<file path="config.mk">
export PLATFORM = sky130hd
export DESIGN_NAME = uart_xfer_ctrl
export DESIGN_NICKNAME = d
export VERILOG_FILES = /design/src/rtl/uart_xfer_ctrl.sv
export SDC_FILE = /design/constraint.sdc
export NUM_CORES = 1
export LEC_CHECK = 0
export BUFFER_PORTS_ARGS = -buffer_cell sky130_fd_sc_hd__buf_2
export CAP_MARGIN = 20
export CORE_ASPECT_RATIO = 0.7
export CORE_MARGIN = 1
export CORE_UTILIZATION = 60
export CTS_CLUSTER_DIAMETER = 200
export DETAILED_ROUTE_END_ITERATION = 12
export HOLD_SLACK_MARGIN = 0.1
export PLACE_DENSITY = 0.82
export SLEW_MARGIN = 20
export SYNTH_ARGS = -nofsm -noshare
export SYNTH_HDL_FRONTEND = slang
export SYNTH_SLANG_ARGS = --single-unit
</file>
<file path="constraint.sdc">
create_clock -name clk -period 7 [get_ports clk]
set_input_delay 0.35 -clock clk [delete_from_list [all_inputs] [get_ports clk]]
set_output_delay 0.35 -clock clk [all_outputs]
set_load 0.01 [all_outputs]
</file>
<file path="src/rtl/uart_xfer_ctrl.sv">
// Sequencer between the bus-side UART registers and the uart core: TX byte queue with
// idle-gated write strobes, RX 4-phase ack handshake with a holding register and sticky flags.
module uart_xfer_ctrl #(
    parameter int TXQ_AW  = 3,
    parameter int BUSY_TO = 16
) (
    input  logic              clk,
    input  logic              rst,
    input  logic              wr_en,
    input  logic [7:0]        wr_data,
    output logic              txq_full,
    output logic              txq_empty,
    output logic [TXQ_AW:0]   txq_level,
    output logic              tx_drop,
    output logic [7:0]        core_tx_data,
    output logic              core_tx_wr,
    input  logic              core_tx_busy,
    input  logic [7:0]        core_rx_data,
    input  logic              core_rx_avail,
    input  logic              core_rx_error,
    output logic              core_rx_ack,
    input  logic              rd_en,
    output logic [7:0]        rx_data,
    output logic              rx_valid,
    output logic              rx_overrun,
    output logic              rx_err,
    input  logic              clr_flags
);
    localparam int DEPTH = 1 << TXQ_AW;
    localparam int TOW   = $clog2(BUSY_TO + 1);

    typedef enum logic [1:0] {T_IDLE, T_STROBE, T_WAIT_BUSY, T_WAIT_DONE} tx_state_e;
    typedef enum logic {R_IDLE, R_ACK} rx_state_e;

    tx_state_e         tx_state_q, tx_state_d;
    rx_state_e         rx_state_q, rx_state_d;
    logic [7:0]        mem_q [DEPTH];
    logic [TXQ_AW-1:0] wptr_q, wptr_d, rptr_q, rptr_d;
    logic [TXQ_AW:0]   level_q, level_d;
    logic              full_q, full_d, empty_q, empty_d, drop_q, drop_d;
    logic [7:0]        txd_q, txd_d;
    logic              txwr_q, txwr_d;
    logic [TOW-1:0]    to_q, to_d;
    logic              ack_q, ack_d;
    logic [7:0]        rxd_q, rxd_d;
    logic              valid_q, valid_d, ovr_q, ovr_d, err_q, err_d;
    logic              pop, push, ovr_set, err_set;

    always_comb begin
        tx_state_d = tx_state_q;
        txwr_d     = 1'b0;
        txd_d      = txd_q;
        to_d       = to_q;
        pop        = 1'b0;
        case (tx_state_q)
            T_IDLE: begin
                if (!empty_q && !core_tx_busy) begin
                    pop        = 1'b1;
                    txd_d      = mem_q[rptr_q];
                    txwr_d     = 1'b1;
                    tx_state_d = T_STROBE;
                end
            end
            T_STROBE: begin
                to_d       = '0;
                tx_state_d = T_WAIT_BUSY;
            end
            T_WAIT_BUSY: begin
                // A core that never reports busy must not stall the queue forever
                if (core_tx_busy)
                    tx_state_d = T_WAIT_DONE;
                else if (to_q == TOW'(BUSY_TO - 1))
                    tx_state_d = T_IDLE;
                else
                    to_d = to_q + 1'b1;
            end
            T_WAIT_DONE: begin
                if (!core_tx_busy)
                    tx_state_d = T_IDLE;
            end
            default: tx_state_d = T_IDLE;
        endcase
    end

    always_comb begin
        push    = wr_en && (!full_q || pop);
        wptr_d  = push ? wptr_q + 1'b1 : wptr_q;
        rptr_d  = pop ? rptr_q + 1'b1 : rptr_q;
        case ({push, pop})
            2'b10:   level_d = level_q + 1'b1;
            2'b01:   level_d = level_q - 1'b1;
            default: level_d = level_q;
        endcase
        full_d  = (level_d == (TXQ_AW+1)'(DEPTH));
        empty_d = (level_d == '0);
        drop_d  = (wr_en && !push) ? 1'b1 : (clr_flags ? 1'b0 : drop_q);
    end

    always_comb begin
        rx_state_d = rx_state_q;
        ack_d      = ack_q;
        rxd_d      = rxd_q;
        valid_d    = valid_q && !rd_en;
        ovr_set    = 1'b0;
        err_set    = 1'b0;
        case (rx_state_q)
            R_IDLE: begin
                if (core_rx_avail) begin
                    if (!core_rx_error) begin
                        rxd_d   = core_rx_data;
                        valid_d = 1'b1;
                        ovr_set = valid_q && !rd_en;
                    end else begin
                        err_set = 1'b1;
                    end
                    ack_d      = 1'b1;
                    rx_state_d = R_ACK;
                end
            end
            R_ACK: begin
                if (!core_rx_avail) begin
                    ack_d      = 1'b0;
                    rx_state_d = R_IDLE;
                end
            end
            default: rx_state_d = R_IDLE;
        endcase
        ovr_d = ovr_set || (ovr_q && !clr_flags);
        err_d = err_set || (err_q && !clr_flags);
    end

    always_ff @(posedge clk) begin
        if (push)
            mem_q[wptr_q] <= wr_data;
    end

    always_ff @(posedge clk or negedge rst) begin
        if (!rst) begin
            tx_state_q <= T_IDLE;
            rx_state_q <= R_IDLE;
            wptr_q     <= '0;
            rptr_q     <= '0;
            level_q    <= '0;
            full_q     <= 1'b0;
            empty_q    <= 1'b1;
            drop_q     <= 1'b0;
            txd_q      <= '0;
            txwr_q     <= 1'b0;
            to_q       <= '0;
            ack_q      <= 1'b0;
            rxd_q      <= '0;
            valid_q    <= 1'b0;
            ovr_q      <= 1'b0;
            err_q      <= 1'b0;
        end else begin
            tx_state_q <= tx_state_d;
            rx_state_q <= rx_state_d;
            wptr_q     <= wptr_d;
            rptr_q     <= rptr_d;
            level_q    <= level_d;
            full_q     <= full_d;
            empty_q    <= empty_d;
            drop_q     <= drop_d;
            txd_q      <= txd_d;
            txwr_q     <= txwr_d;
            to_q       <= to_d;
            ack_q      <= ack_d;
            rxd_q      <= rxd_d;
            valid_q    <= valid_d;
            ovr_q      <= ovr_d;
            err_q      <= err_d;
        end
    end

    assign txq_full     = full_q;
    assign txq_empty    = empty_q;
    assign txq_level    = level_q;
    assign tx_drop      = drop_q;
    assign core_tx_data = txd_q;
    assign core_tx_wr   = txwr_q;
    assign core_rx_ack  = ack_q;
    assign rx_data      = rxd_q;
    assign rx_valid     = valid_q;
    assign rx_overrun   = ovr_q;
    assign rx_err       = err_q;
endmodule

</file>
### Yosys cells after proc, flatten, opt, wreduce, memory -nomap -nowiden

Memory sizes are Yosys's and may differ from the RTL's. A register that Yosys moved wholly into a read port is not among the register bits.
Index checks and enable logic that the tools add are counted.

* add/subtract/negate cells: 5
* multipliers: 0
* div/mod/pow operators: 0
* order comparisons: 0
* eq/ne operators: 14
* shift-type cells: 0
* multiplexer cells: 28
* bitwise logic cells: 2
* reductions and logical operators: 25

Operators with widths (number)
* two-way mux 1 bit: 18
* inequality test 2 bit (second input constant): 6
* two-way mux 5 bit: 2
* case mux 5 bit (2 select lines): 1
* AND reduction 3 bit: 3
* two-way mux 2 bit: 4
* case mux 2 bit (4 select lines): 1
* case mux 4 bit (2 select lines): 1
* logical NOT 1 bit: 7
* adder 3 x 1 -> 3 bit (second input constant): 2
* equality test 2 bit (second input constant): 3
* logical AND 1 bit: 6
* adder 5 x 1 -> 5 bit (second input constant): 1
* equality test 5 x 4 -> 1 bit (second input constant): 1
* adder 4 x 1 -> 4 bit (second input constant): 1
* equality test 2 x 1 -> 1 bit (second input constant): 2
* equality test 4 bit (second input constant): 1
* logical NOT 4 bit: 1
* AND reduction 2 bit: 2
* nonzero test 2 bit: 2
* subtractor 4 x 1 -> 4 bit (second input constant): 1
* logical OR 1 bit: 3
* inequality test 3 bit (second input constant): 1
* logical NOT 2 bit: 1
* other kinds (2): 3

* bits in registers: 34
* bits in latches: 0
* bits in writable memories: 64
* memory bits (read-only): 0
* bits of input ports: 24
* output and inout bits: 28
* word-level logic and storage cells: 90
* memories: 1

Memories
* mem_q: words 8, width 8, rd ports 1, clocked after Yosys merged registers in 1, wr ports 1, RTL line 37 `logic [7:0] mem_q [DEPTH];`

### Longest topological paths before layout

Gate-level depths: netlist (run 1).

* depth in word-level cells: 9
* gate-level depth with buffers: 11
* mapped depth without buffers: 10

### Worst setup path before layout (run 1)

OpenSTA, ideal clock, no wires.

* kind: reg-to-reg
* start point: register empty_q, in the netlist txq_empty
* end point: register full_q, in the netlist txq_full
* setup time: 119 ps
* data arrival time: 2679 ps
* required time: 6881 ps
* path slack: 4202 ps
* cell stages (with the launch flop): 12
* buffers on the path: 1
* period minus slack after synthesis: 2798 ps
* path through: dfstp_2 or4_4 a21boi_4 inv_2 ha_1 clkbuf_1 xor2_1 ha_1 a21oi_1 xor3_1 a31oi_1 o21ba_2

* longest elaborated chain between the ends: 9
* elaborated cells between the ends (all ways): 10
* classes of those cells: eq/ne: 3; mux: 3; reduce/logical: 4

RTL lines
* start: declaration: RTL line 40 `logic full_q, full_d, empty_q, empty_d, drop_q, drop_d;`
* start signal: assignment: RTL line 162 `empty_q <= empty_d;`
* logical NOT 1 bit *: RTL line 57 `if (!empty_q && !core_tx_busy) begin`
* logical AND 1 bit *: RTL line 57
* two-way mux 1 bit *: RTL line 57
* two-way mux 1 bit *: RTL line 55 `case (tx_state_q)`
* logical OR 1 bit: RTL line 86 `push = wr_en && (!full_q || pop);`
* logical AND 1 bit: RTL line 86
* equality test 2 x 1 -> 1 bit / equality test 2 bit (equally long branches): RTL line 89 `case ({push, pop})`
* case mux 4 bit (2 select lines) *: RTL line 89
* equality test 4 bit *: RTL line 94 `full_d = (level_d == (TXQ_AW+1)'(DEPTH));`
* via full_d: RTL line 40
* end signal: assignment: RTL line 161 `full_q <= full_d;`
* end: declaration: RTL line 40

The timed path passes the listed nets; every way through them passes the cells marked *.
A chain may end at the register's enable or synchronous reset.

### Final worst setup path (run 1)

* start point: register tx_state_q[1]
* end point: register full_q, in the netlist txq_full

* longest elaborated chain between the ends: 7
* elaborated cells between the ends (all ways): 8
* classes of those cells: eq/ne: 3; mux: 2; reduce/logical: 3

RTL lines
* start: declaration: RTL line 35 `tx_state_e tx_state_q, tx_state_d;`
* start signal: assignment: RTL line 156 `tx_state_q <= tx_state_d;`
* logical NOT 2 bit *: RTL line 55
* two-way mux 1 bit *: RTL line 55
* logical OR 1 bit: RTL line 86
* logical AND 1 bit: RTL line 86
* equality test 2 x 1 -> 1 bit / equality test 2 bit (equally long branches): RTL line 89
* case mux 4 bit (2 select lines) *: RTL line 89
* equality test 4 bit *: RTL line 94
* via full_d: RTL line 40

Marked as above.

==> results of run 1 <==
-- metal layers --
metal / track usage / part of all wire / vias to the layer above
met2: 0.357 / 0.48 / 81
met3: 0.0546 / 0.076 / 11
met4: 0.0923 / 0.016 / 0
met1: 0.330 / 0.43 / 1172
met5: 0 / 0 / -
li1: - / - / 1123
-- final timing paths --
path                       slack [ps]  cells past startpoint         endpoint
min                               110                      1          to_q[4]
max in group asynchronous        6250                      1        rptr_q[0]
max                              3740                     10         txq_full
max reg2reg                      3740                     10         txq_full
min in group clk                  140                      1       rx_state_q
min reg2reg                       490                      2  core_tx_data[4]
-- layout by cell type, fill, tap and decap left out, types with 2 or more instances in the layout --
cell type and count:
a21oi_1 5, a32o_1 3, and3_1 3, buf_2 51
buf_4 5, clkbuf_8 9, dfrtp_1 40, edfxtp_1 64
ha_1 7, inv_1 6, inv_6 2, inv_8 4
mux2_2 10, mux2i_1 8, mux4_2 16, nand2_1 27
nand2b_1 4, nor2_1 11, nor3_1 7, o211ai_1 2
o21ai_0 12, o21ai_1 3, xnor2_1 5, xor2_1 3
-- cell usage after synthesis, drive strengths merged (2+ instances only) --
cell type	count	area [um2]
mux2	10	113
o211ai	2	15.0
edfxtp	64	1920
buf	5	30.0
inv	7	26.3
xor2	3	26.3
clkbuf	7	26.3
a32o	3	30.0
nand2b	4	25.0
a21oi	5	25.0
o21ai	15	75.1
and3	3	18.8
nor2	11	41.3
mux2i	8	80.1
mux4	16	360
xnor2	5	43.8
dfrtp	41	1030
nor3	7	35.0
nand2	27	101
ha	7	87.6
-- worst register-to-register path: stages, from the launching register on --
cell and delay, ps:
dfrtp_1 500, or4_4 680, a21boi_4 250, inv_2 120, ha_1 290, xor2_1 190, ha_1 180, a21oi_1 210
xor3_1 260, a31oi_1 270, o21ba_2 200
-- through the flow --
stage | hold slack (ps) | std cells | power (W)
CTS | 120 | 423 | 0.00188
global placement | 460 | 407 | 0.00145
finish | 114 | 423 | 0.00187
floorplan | 54.4 | 269 | 0.00131
detailed placement | 475 | 407 | 0.00148
global route | 130 | 423 | 0.00197
-- layout make-up --
cell class                 count  area [um2]
tap                           94         118
inverter                       7        26.3
sequential                   106        2980
clock inverter                 7        92.6
fill                         410        1960
timing repair buffer          56         293
multi-input combinational    144        1260
clock buffer                   9         124
-- state kept, by name, indices dropped and copies added (netlist names), 2 cells and up --
name	flops
core_tx_data	8
mem_q	64
rptr_q	3
rx_data	8
to_q	5
tx_state_q	2
txq_level	4
wptr_q	3
-- cells by family after synthesis --
kind of cell               after synthesis  share of synthesized area
buffers and inverters                   19                     0.0192
xor gates and xnor gates                 9                     0.0218
adders and majority gates                7                     0.0203
AOI/OAI and AO/OA                       32                     0.0493
DFF                                    106                      0.690
and+or+nand+nor                         62                     0.0714
muxes                                   34                      0.128
-- report_power, final --
group / leakage (nW) / total, W / internal, W / switching (W)
Combinational: 0.750 / 0.000503 / 0.000268 / 0.000235
Sequential: 1.10 / 0.000967 / 0.000806 / 0.000161
Clock: 0.112 / 0.000401 / 0.000178 / 0.000223
Total: 1.96 / 0.00187 / 0.00125 / 0.000619
==> impl_results.md, run 1 <==
- Initial antenna violation count: 0
- Fin area: between 4000 and 5000 um2
- Tcrit/Tclk final: 0.465
- Critical path arrival: about 3500 ps
- Die Ht: 72.9 um
- Crit path largest cell delay: 680 ps
- Die area: 7530 um2
- Initial core utilization: 0.629
- Via count: between 2000 and 2500
- Mapped Area: 4310 um2
- CTS Buffer Depth: 2
- Worst-margin pin slew: 931 ps
- Post-Syn Nets: 300
- EDFF count, synth: 64
- Total gr overflow: 0
- Synth Flop Type: edfxtp_1
- RR Startpoint: tx_state_q[1]
- Synth unique cells: 42
- CP most frequent cell: ha_1
- Crit end category: flip-flop
- Critical path class: reg2reg
- Cell Rows: 25
- Largest net degree at the start of global routing: 43
- Pleak: just under 2 nW
- Final nets: 355
- Type of origin of the critical path: flip-flop
- Clock buffer count from CTS: 9
- # clock sinks: roughly 110
- Final setup fails: 0
- RSZ-0062 raised after global routing: no
- Ys Warns: 0
- Power Dens Cells: approximately 380 nW/um2
- Antenna diode count: 0
- Resized cells post-CTS: 0
- DRT iter0 DRCs: 175
- DR WL/cell: around 18 um
- Max Clk Rate: just over 300 MHz
- Global-route wire length before repair: 12300 um
- Tightest Hold Check Type: in2async
- RePlAce Congestion: about 0.87
- Maximum vdd drop: approximately 150 uV
- Drc violations: 0
- Critical path data required time: 7260 ps
- Buf+Inv Stages, Crit Path: 1
- CTS H-tree depth: 3
- Dpl ws: roughly 3800 ps
- Clk slew on worst S/H paths: 110 ps
- Final wirelength: roughly 7700 um
- #FFs+latches synth: between 100 and 150
- Placed inst area: 4670 um2
- Post-synthesis sequential area ratio: 0.690
- GRT Util Overall: 0.233
- Die Wd: 103 um
- Drt first pass iters: 4
- Status: completed
- Critical path fanouts, max: 22
- Area Overhead vs Synth: 13.5%
- Post-route ant nets: 0
- Final min period: ~3300 ps
- Vias in the first global route: between 2000 and 2500
- Setup TNS: 0 ps
- Vias per inst: around 5.6
- MaxCap Viol Count: 0
- Syn Area/Cell: approximately 16 um2
- Fin. max-slew vios: 0
- Ys async rst share: 0.396
- Share of layout cells above drive strength 1: 0.319
- Mapped Cells: between 200 and 300
- Critical Path, Cell by Cell: or4_4, a21boi_4, inv_2, ha_1, xor2_1, ha_1, a21oi_1, xor3_1, a31oi_1, o21ba_2
- Port Buffers: 51
- Fin util: 0.714
- CP top delay family: compound AO/OA/AOI/OAI gates
- Crit-path slowest cell: or4_4
- Insertion delay to the later sink of the worst-skew pair: roughly 360 ps
- # Post-CTS Setup Buffers: 0
- Final hold vios: 0
- Ports: 52
- Fin Clk Skew: between 8 and 9 ps
- CTS Hold Bufs: 0
- Rel. slew slack: 0.379
- CTS tree: built
- CTS Root Cell: clkbuf_8
- Critical path launch point: tx_state_q[1]
- Core Region: roughly 6900 um2
- Dpl hpwl: around 5200 um
- Final worst setup slack: 3740 ps
Note: power is estimated with default switching activity, not from simulation.
==> inputs of run 2 (changes only) <==
Settings changed: ABC_AREA from default to 1, CORE_UTILIZATION 60 to 52, PLACE_DENSITY 0.82 to 0.75.
Clock period 7 ns to 2.6 ns, I/O delays scaled along.
==> impl_results.md, run 2 <==
- Status: finished with violations
- Failing checks: DRC
- Critical path arrival: 2610 ps (-910 ps)
- Final nets: 493 (+39%)
- Post-route ant nets: 0 (unchanged)
- Dpl hpwl: 5990 um (+16%)
- MaxCap Viol Count: 0 (unchanged)
- Fin. max-slew vios: 0 (unchanged)
- Crit-path slowest cell: dlygate4sd3_1
- Syn Area/Cell: 11.6 um2 (-28%)
- Final min period: about 2400 ps
- Largest family of logic cells by synthesized area: simple AND/OR/NAND/NOR gates
- Post-synthesis adder-cell area fraction: 0.0224 (+0.00210)
- Clock buffer count from CTS: 9 (unchanged)
- Most frequent cells in the layout: nor2_1 (65), edfxtp_1 (64), nand2_1 (54)
- Largest register FFs: 64 (unchanged)
- Pleak: 2.24 nW (+15%)
- Power Dens Cells: 1060 nW/um2 (+180%)
- RSZ-0062 raised after global routing: no
- Top cells by instance count after synthesis: nor2_1 (65), edfxtp_1 (64), nand2_1 (54)
- Mapped Cells: 376 (+40%)
- Port Buffers: 51 (unchanged)
- Drc violations: 4 (+4)
- #FFs+latches synth: 106 (unchanged)
- Cell Rows: 27 (+8.0%)
- Post-synthesis sequential area ratio: 0.683 (-0.00674)
- Mux share of post-synthesis cell area: 0.0207 (-0.108)
- Via count: 3080 (+29%)
- Ys async rst share: 0.396 (unchanged)
- # Post-CTS Setup Buffers: 0 (unchanged)
- Vias in the first global route: 3036 (+29%)
- GRT Util Overall: 0.234 (+0.00119)
- Type of origin of the critical path: input pin
- Antenna diode count: 0 (unchanged)
- Ys Warns: 0 (unchanged)
- Ports: 52 (unchanged)
- Critical path fanouts, max: 8 (-64%)
- Critical path class: in2reg
- Drt first pass iters: 9 (+5)
- Post-Synth XOR/XNOR Area: 0.0121 (-0.00970)
- Worst-margin pin slew: 926 ps (-4.95 ps)
- Global-route wire length before repair: 15300 um (+24%)
- DRT iter0 DRCs: 176 (+0.57%)
- Crit path largest cell delay: 540 ps (-140 ps)
- Final setup fails: 0 (unchanged)
- Vias per inst: 5.42 (-3.9%)
- Synth unique cells: 28 (-33%)
- CTS tree: built
- Die Ht: 78.6 um (+7.7%)
- Most common cell in the netlist: nor2_1
- Post-synthesis compound-gate area fraction: 0.0871 (+0.0377)
- Clk slew on worst S/H paths: 70 ps (-40 ps)
- CTS H-tree depth: 3 (unchanged)
- Share of layout cells above drive strength 1: 0.208 (-0.111)
- Max Clk Rate: 418 MHz
- Biggest register: mem_q
- WHS: 476 ps (+362 ps)
- Die area: 8750 um2 (+16%)
- Post-Syn Nets: 407 (+36%)
- Final hold vios: 0 (unchanged)
- EDFF count, synth: 64 (unchanged)
- Area Overhead vs Synth: 22.0%
- Tcrit/Tclk final: 0.921
- Rel. slew slack: 0.383 (+0.00330)
- CTS Buffer Depth: 2 (unchanged)
- Yosys top cell area share: 0.441 (-0.00435)
- Buf+Inv Stages, Crit Path: 3 (+2)
- CP top delay family: simple AND/OR/NAND/NOR gates
- Initial core utilization: 0.546 (-0.0833)
- Fin Clk Skew: 9.19 ps (+0.992 ps)
- Commonest non-fill, non-tap cell in the layout: nor2_1
- Die Wd: 111 um (+7.8%)
- Initial antenna violation count: 0 (unchanged)
- Insertion delay to the later sink of the worst-skew pair: 350 ps (about the same)
- RePlAce Congestion: 0.786 (-10%)
- # clock sinks: 106 (unchanged)
- Post-Synth Simple-Gate Area: 0.138 (+0.0668)
- Core Region: 7970 um2 (+16%)
- Setup TNS: 0 ps (unchanged)
- Final worst setup slack: 207 ps (-3540 ps)
- Maximum vdd drop: 523 uV (+240%)
- Critical Path, Cell by Cell: dlygate4sd3_1, buf_2, nor2_2, nand3_2, nand2_1, nand2_2, ha_1, nor2_1, nor2_2, ha_1, a21oi_2, inv_1, nand2_1, nand3_1, o211ai_1, nor2_1
- Critical path data required time: 2820 ps (-4440 ps)
- Dpl ws: 411 ps (-3360 ps)
- Mapped Area: 4350 um2 (+0.99%)
- Crit end category: flip-flop
- Area contributors post-synth: edfxtp_1 (44%), dfrtp_1 (24%), nor2_1 (5.6%)
- Total gr overflow: 0 (unchanged)
- Tightest Hold Check Type: in2async
- Largest net degree at the start of global routing: 43 (unchanged)
- CTS Root Cell: clkbuf_16
- Final wirelength: 9410 um (+22%)
- Largest area contributor in the synthesized netlist: edfxtp_1
- Synth Flop Type: edfxtp_1
- DR WL/cell: 16.6 um (-9.3%)
run 2: cell types whose count changed after synthesis, moves of 11 or more:
cell	before	now
nor2_1	11	65
o21ai_1	3	14
mux4_2	16	0
nand3_1	0	19
o211ai_1	2	17
o21ai_0	12	26
inv_1	6	22
nand2_1	27	54
run 2: repair_timing:
action / CTS / global route
endpoints found under the setup margin: 0 / 2
hold endpoints to repair: 119 / 0
resized for setup: 0 / 1
hold buffers: 24 / 0
run 2: worst paths after layout:
kind                            startpoint               to  slack [ps]  depth (start not counted)
min in group clk           core_tx_data[2]  core_tx_data[2]         480                          2
min reg2reg                core_tx_data[2]  core_tx_data[2]         480                          2
max reg2reg                  tx_state_q[1]         txq_full         230                         14
max                           core_tx_busy         txq_full         210                         16
min                                    rst       rx_data[0]         480                          2
max in group asynchronous              rst     txq_level[0]        1550                          2
run 2: per-stage QoR:
step / area [um2] / cells / utilization / total power (W)
finish: 5310 / 568 / 0.666 / 0.00560
detailed placement: 4760 / 528 / 0.597 / 0.00417
global route: 5310 / 568 / 0.666 / 0.00595
CTS: 5310 / 568 / 0.666 / 0.00559
global placement: 4760 / 528 / 0.597 / 0.00409
floorplan: 4350 / 376 / - / 0.00359
run 2: power by group:
group          switching (W)  total, W  internal (W)
logic                0.00112   0.00179      0.000666
clock network       0.000582   0.00139      0.000806
registers           0.000277   0.00243       0.00215
run 2: final cells by class:
cell class              count  area [um2]
clock buffers              12         258
flip-flops and latches    106        2970
repair buffers             87         586
clock inverters             4        48.8
inverters                  25        93.8
fillers                   603        2660
well taps                 101         126
multi-input cells         233        1220
run 2: worst reg2reg max path, delay by kind of cell, from the launching register on:
family                   cells  cell delay [ps]
AO/OA/AOI/OAI                2              300
adder cells (fa/ha/maj)      2              440
buffers and inverters        2              190
flip-flops                   1              380
AND/OR/NAND/NOR              8              940
run 2: kinds of logic (layout without fill, tap and decap cells):
kind of cell	count (synthesis)	count (layout)
and+or+nand+nor	146	146
DFF	106	106
xor gates and xnor gates	6	6
buffers and inverters	37	128
adders and majority gates	8	8
AOI/OAI and AO/OA	65	65
muxes	8	8
run 2: metal layers:
layer | wire, um | share of wire | track usage
met3 | 426 | 0.045 | 0.0656
met2 | 4510 | 0.48 | 0.367
met1 | 4270 | 0.45 | 0.313
met4 | 210 | 0.022 | 0.0905
met5 | 0 | 0 | 0
==> inputs of run 3 (changes only) <==
Settings changed: CORE_UTILIZATION 52 to 54, CTS_BUF_LIST from default to sky130_fd_sc_hd__clkbuf_8, PLACE_DENSITY 0.75 to 0.78.
==> impl_results.md, run 3 (synthesis gave the netlist of run 2 again) <==
- Status: completed
- Port Buffers: 51 (unchanged)
- Drt first pass iters: 6 (-3)
- Final std cells w/o fill: 566 (-0.35%)
- FILL cells: 569 (-5.6%)
- Final setup fails: 0 (unchanged)
- Total gr overflow: 0 (unchanged)
- Largest net degree at the start of global routing: 43 (unchanged)
- DR WL/cell: 16.3 um (-1.5%)
- RSZ-0062 raised after global routing: no
- Register cell area after layout: 2970 um2 (unchanged)
- Ports: 52 (unchanged)
- Final min period: 2280 ps (-117 ps)
- Setup TNS: 0 ps (unchanged)
- Drc violations: 0 (-4)
- Placed instance count: 526 (-0.38%)
- Largest register FFs: 64 (unchanged)
- Clock buffer count from CTS: 9 (unchanged)
- Rel. slew slack: 0.363 (-0.0199)
- Final hold vios: 0 (unchanged)
- Final wirelength: 9240 um (-1.8%)
- CTS H-tree depth: 3 (unchanged)
- Insertion delay to the later sink of the worst-skew pair: 380 ps (+30 ps)
- Fin. max-slew vios: 0 (unchanged)
- Critical path fanouts, max: 8 (unchanged)
- Core Region: 7550 um2 (-5.3%)
- Via count: 3080 (unchanged)
- Initial core utilization: 0.577 (+0.0308)
- Pleak: 2.19 nW (-2.3%)
- Share of layout cells above drive strength 1: 0.209 (+0.00169)
- Post-route ant nets: 0 (unchanged)
- Tcrit/Tclk final: 0.876 (-0.0449)
- Final nets: 494 (+0.20%)
- Critical path class: reg2reg
- Type of origin of the critical path: flip-flop
- Worst-margin pin slew: 956 ps (+29.9 ps)
- Power Dens Cells: 995 nW/um2 (-5.7%)
- GRT Util Overall: 0.244 (+0.00960)
- Crit end category: flip-flop
- Worst reg-to-reg path cell count: 14 (unchanged)
- Fin Clk Skew: 18.2 ps (+8.98 ps)
- Die Ht: 77.1 um (-1.8%)
- Antenna diode count: 0 (unchanged)
- CTS tree: built
- Biggest register: mem_q
- Die area: 8430 um2 (-3.6%)
- Resized cells post-CTS: 0 (unchanged)
- Dpl hpwl: 5810 um (-3.1%)
- Critical path data required time: 2910 ps (+90 ps)
- DRT iter0 DRCs: 245 (+39%)
- RePlAce Congestion: 0.885 (+13%)
- # clock sinks: 106 (unchanged)
- Commonest non-fill, non-tap cell in the layout: nor2_1
- Clk slew on worst S/H paths: 100 ps (+30 ps)
- Tightest Hold Check Type: in2async
- Area Overhead vs Synth: 19.4%
- Max Clk Rate: 439 MHz (+5.1%)
- MaxCap Viol Count: 0 (unchanged)
- Global-route wire length before repair: 14800 um (-2.9%)
- Maximum vdd drop: 567 uV (+8.5%)
- Vias in the first global route: 2909 (-4.2%)
- CTS Buffer Depth: 2 (unchanged)
- Die Wd: 109 um (-1.8%)
- Vias per inst: 5.44 (+0.35%)
- Cell Rows: 26 (-3.7%)
- Most frequent cells in the layout: nor2_1 (65), edfxtp_1 (64), nand2_1 (54)
- Initial antenna violation count: 0 (unchanged)
- Critical path arrival: 2590 ps (-20 ps)
- Footprint of the multi-input gates: 1220 um2 (-0.31%)
- CTS Root Cell: clkbuf_8
## run 3: changes by cell type in the layout (fill, tap and decap cells not counted), sizes merged
cell,previous run,this run
clkbuf,12,9
clkinv,3,4
buf,63,64
clkinvlp,0,2
## run 3: metrics by stage
stage	power (W)	setup WS (ps)	instance area [um2]	hold slack, ps	utilization
4_1_cts	0.00519	355	5200	446	0.689
3_3_place_gp	0.00410	519	4760	292	0.631
3_5_place_dp	0.00416	411	4760	304	0.631
6_report	0.00517	323	5200	443	0.689
2_1_floorplan	0.00359	530	4350	-166	-
5_1_grt	0.00552	109	5200	466	0.689
## run 3: layer usage
layer / vias up / share of wire / global-route usage
met5: - / 0 / 0
met1: 1511 / 0.47 / 0.350
met3: 19 / 0.059 / 0.0765
met4: 0 / 0.017 / 0.0840
met2: 87 / 0.45 / 0.352
li1: 1463 / - / -
## run 3: timing repair
action                    4_1_cts  5_1_grt
hold endpoints to repair      121        0
buffers inserted                0        0
hold buffers                   24        0
## run 3: report_power, final
part	leakage [nW]	internal (W)	switching, W
clock network	0.0966	0.000443	0.000545
logic	0.996	0.000668	0.00112
registers	1.10	0.00215	0.000248
total	2.19	0.00326	0.00191
## run 3: critical path: stages (launching register included)
cell and delay, ps:
dfrtp_1 390, inv_1 150, nand3_2 210, nand2_1 120
nand2_2 100, ha_1 260, nand2_1 90, inv_1 60
nor2_2 100, ha_1 230, nand2_1 60, nand2_1 60
nor2_1 130, o211ai_1 120, nor2_1 130
## run 3: area by class of cell
| cell class | instances | share of cell area |
|---|---|---|
| clock buffers | 9 | 0.0238 |
| multi-input cells | 233 | 0.235 |
| repair buffers | 88 | 0.114 |
| clock inverters | 7 | 0.0137 |
| flip-flops and latches | 106 | 0.572 |
| inverters | 25 | 0.0180 |
| well taps | 98 | 0.0236 |
## run 3: path summary, 6_finish.rpt
path / start / to / slack, ps
hold reg to reg: core_tx_data[5] / core_tx_data[5] / 480
setup reg to reg: tx_state_q[1] / txq_empty / 320
min in group clk: core_rx_avail / rx_state_q / 470
hold / removal: rst / txq_level[0] / 440
setup / recovery: tx_state_q[1] / txq_empty / 320
max in group asynchronous: rst / to_q[4] / 1550
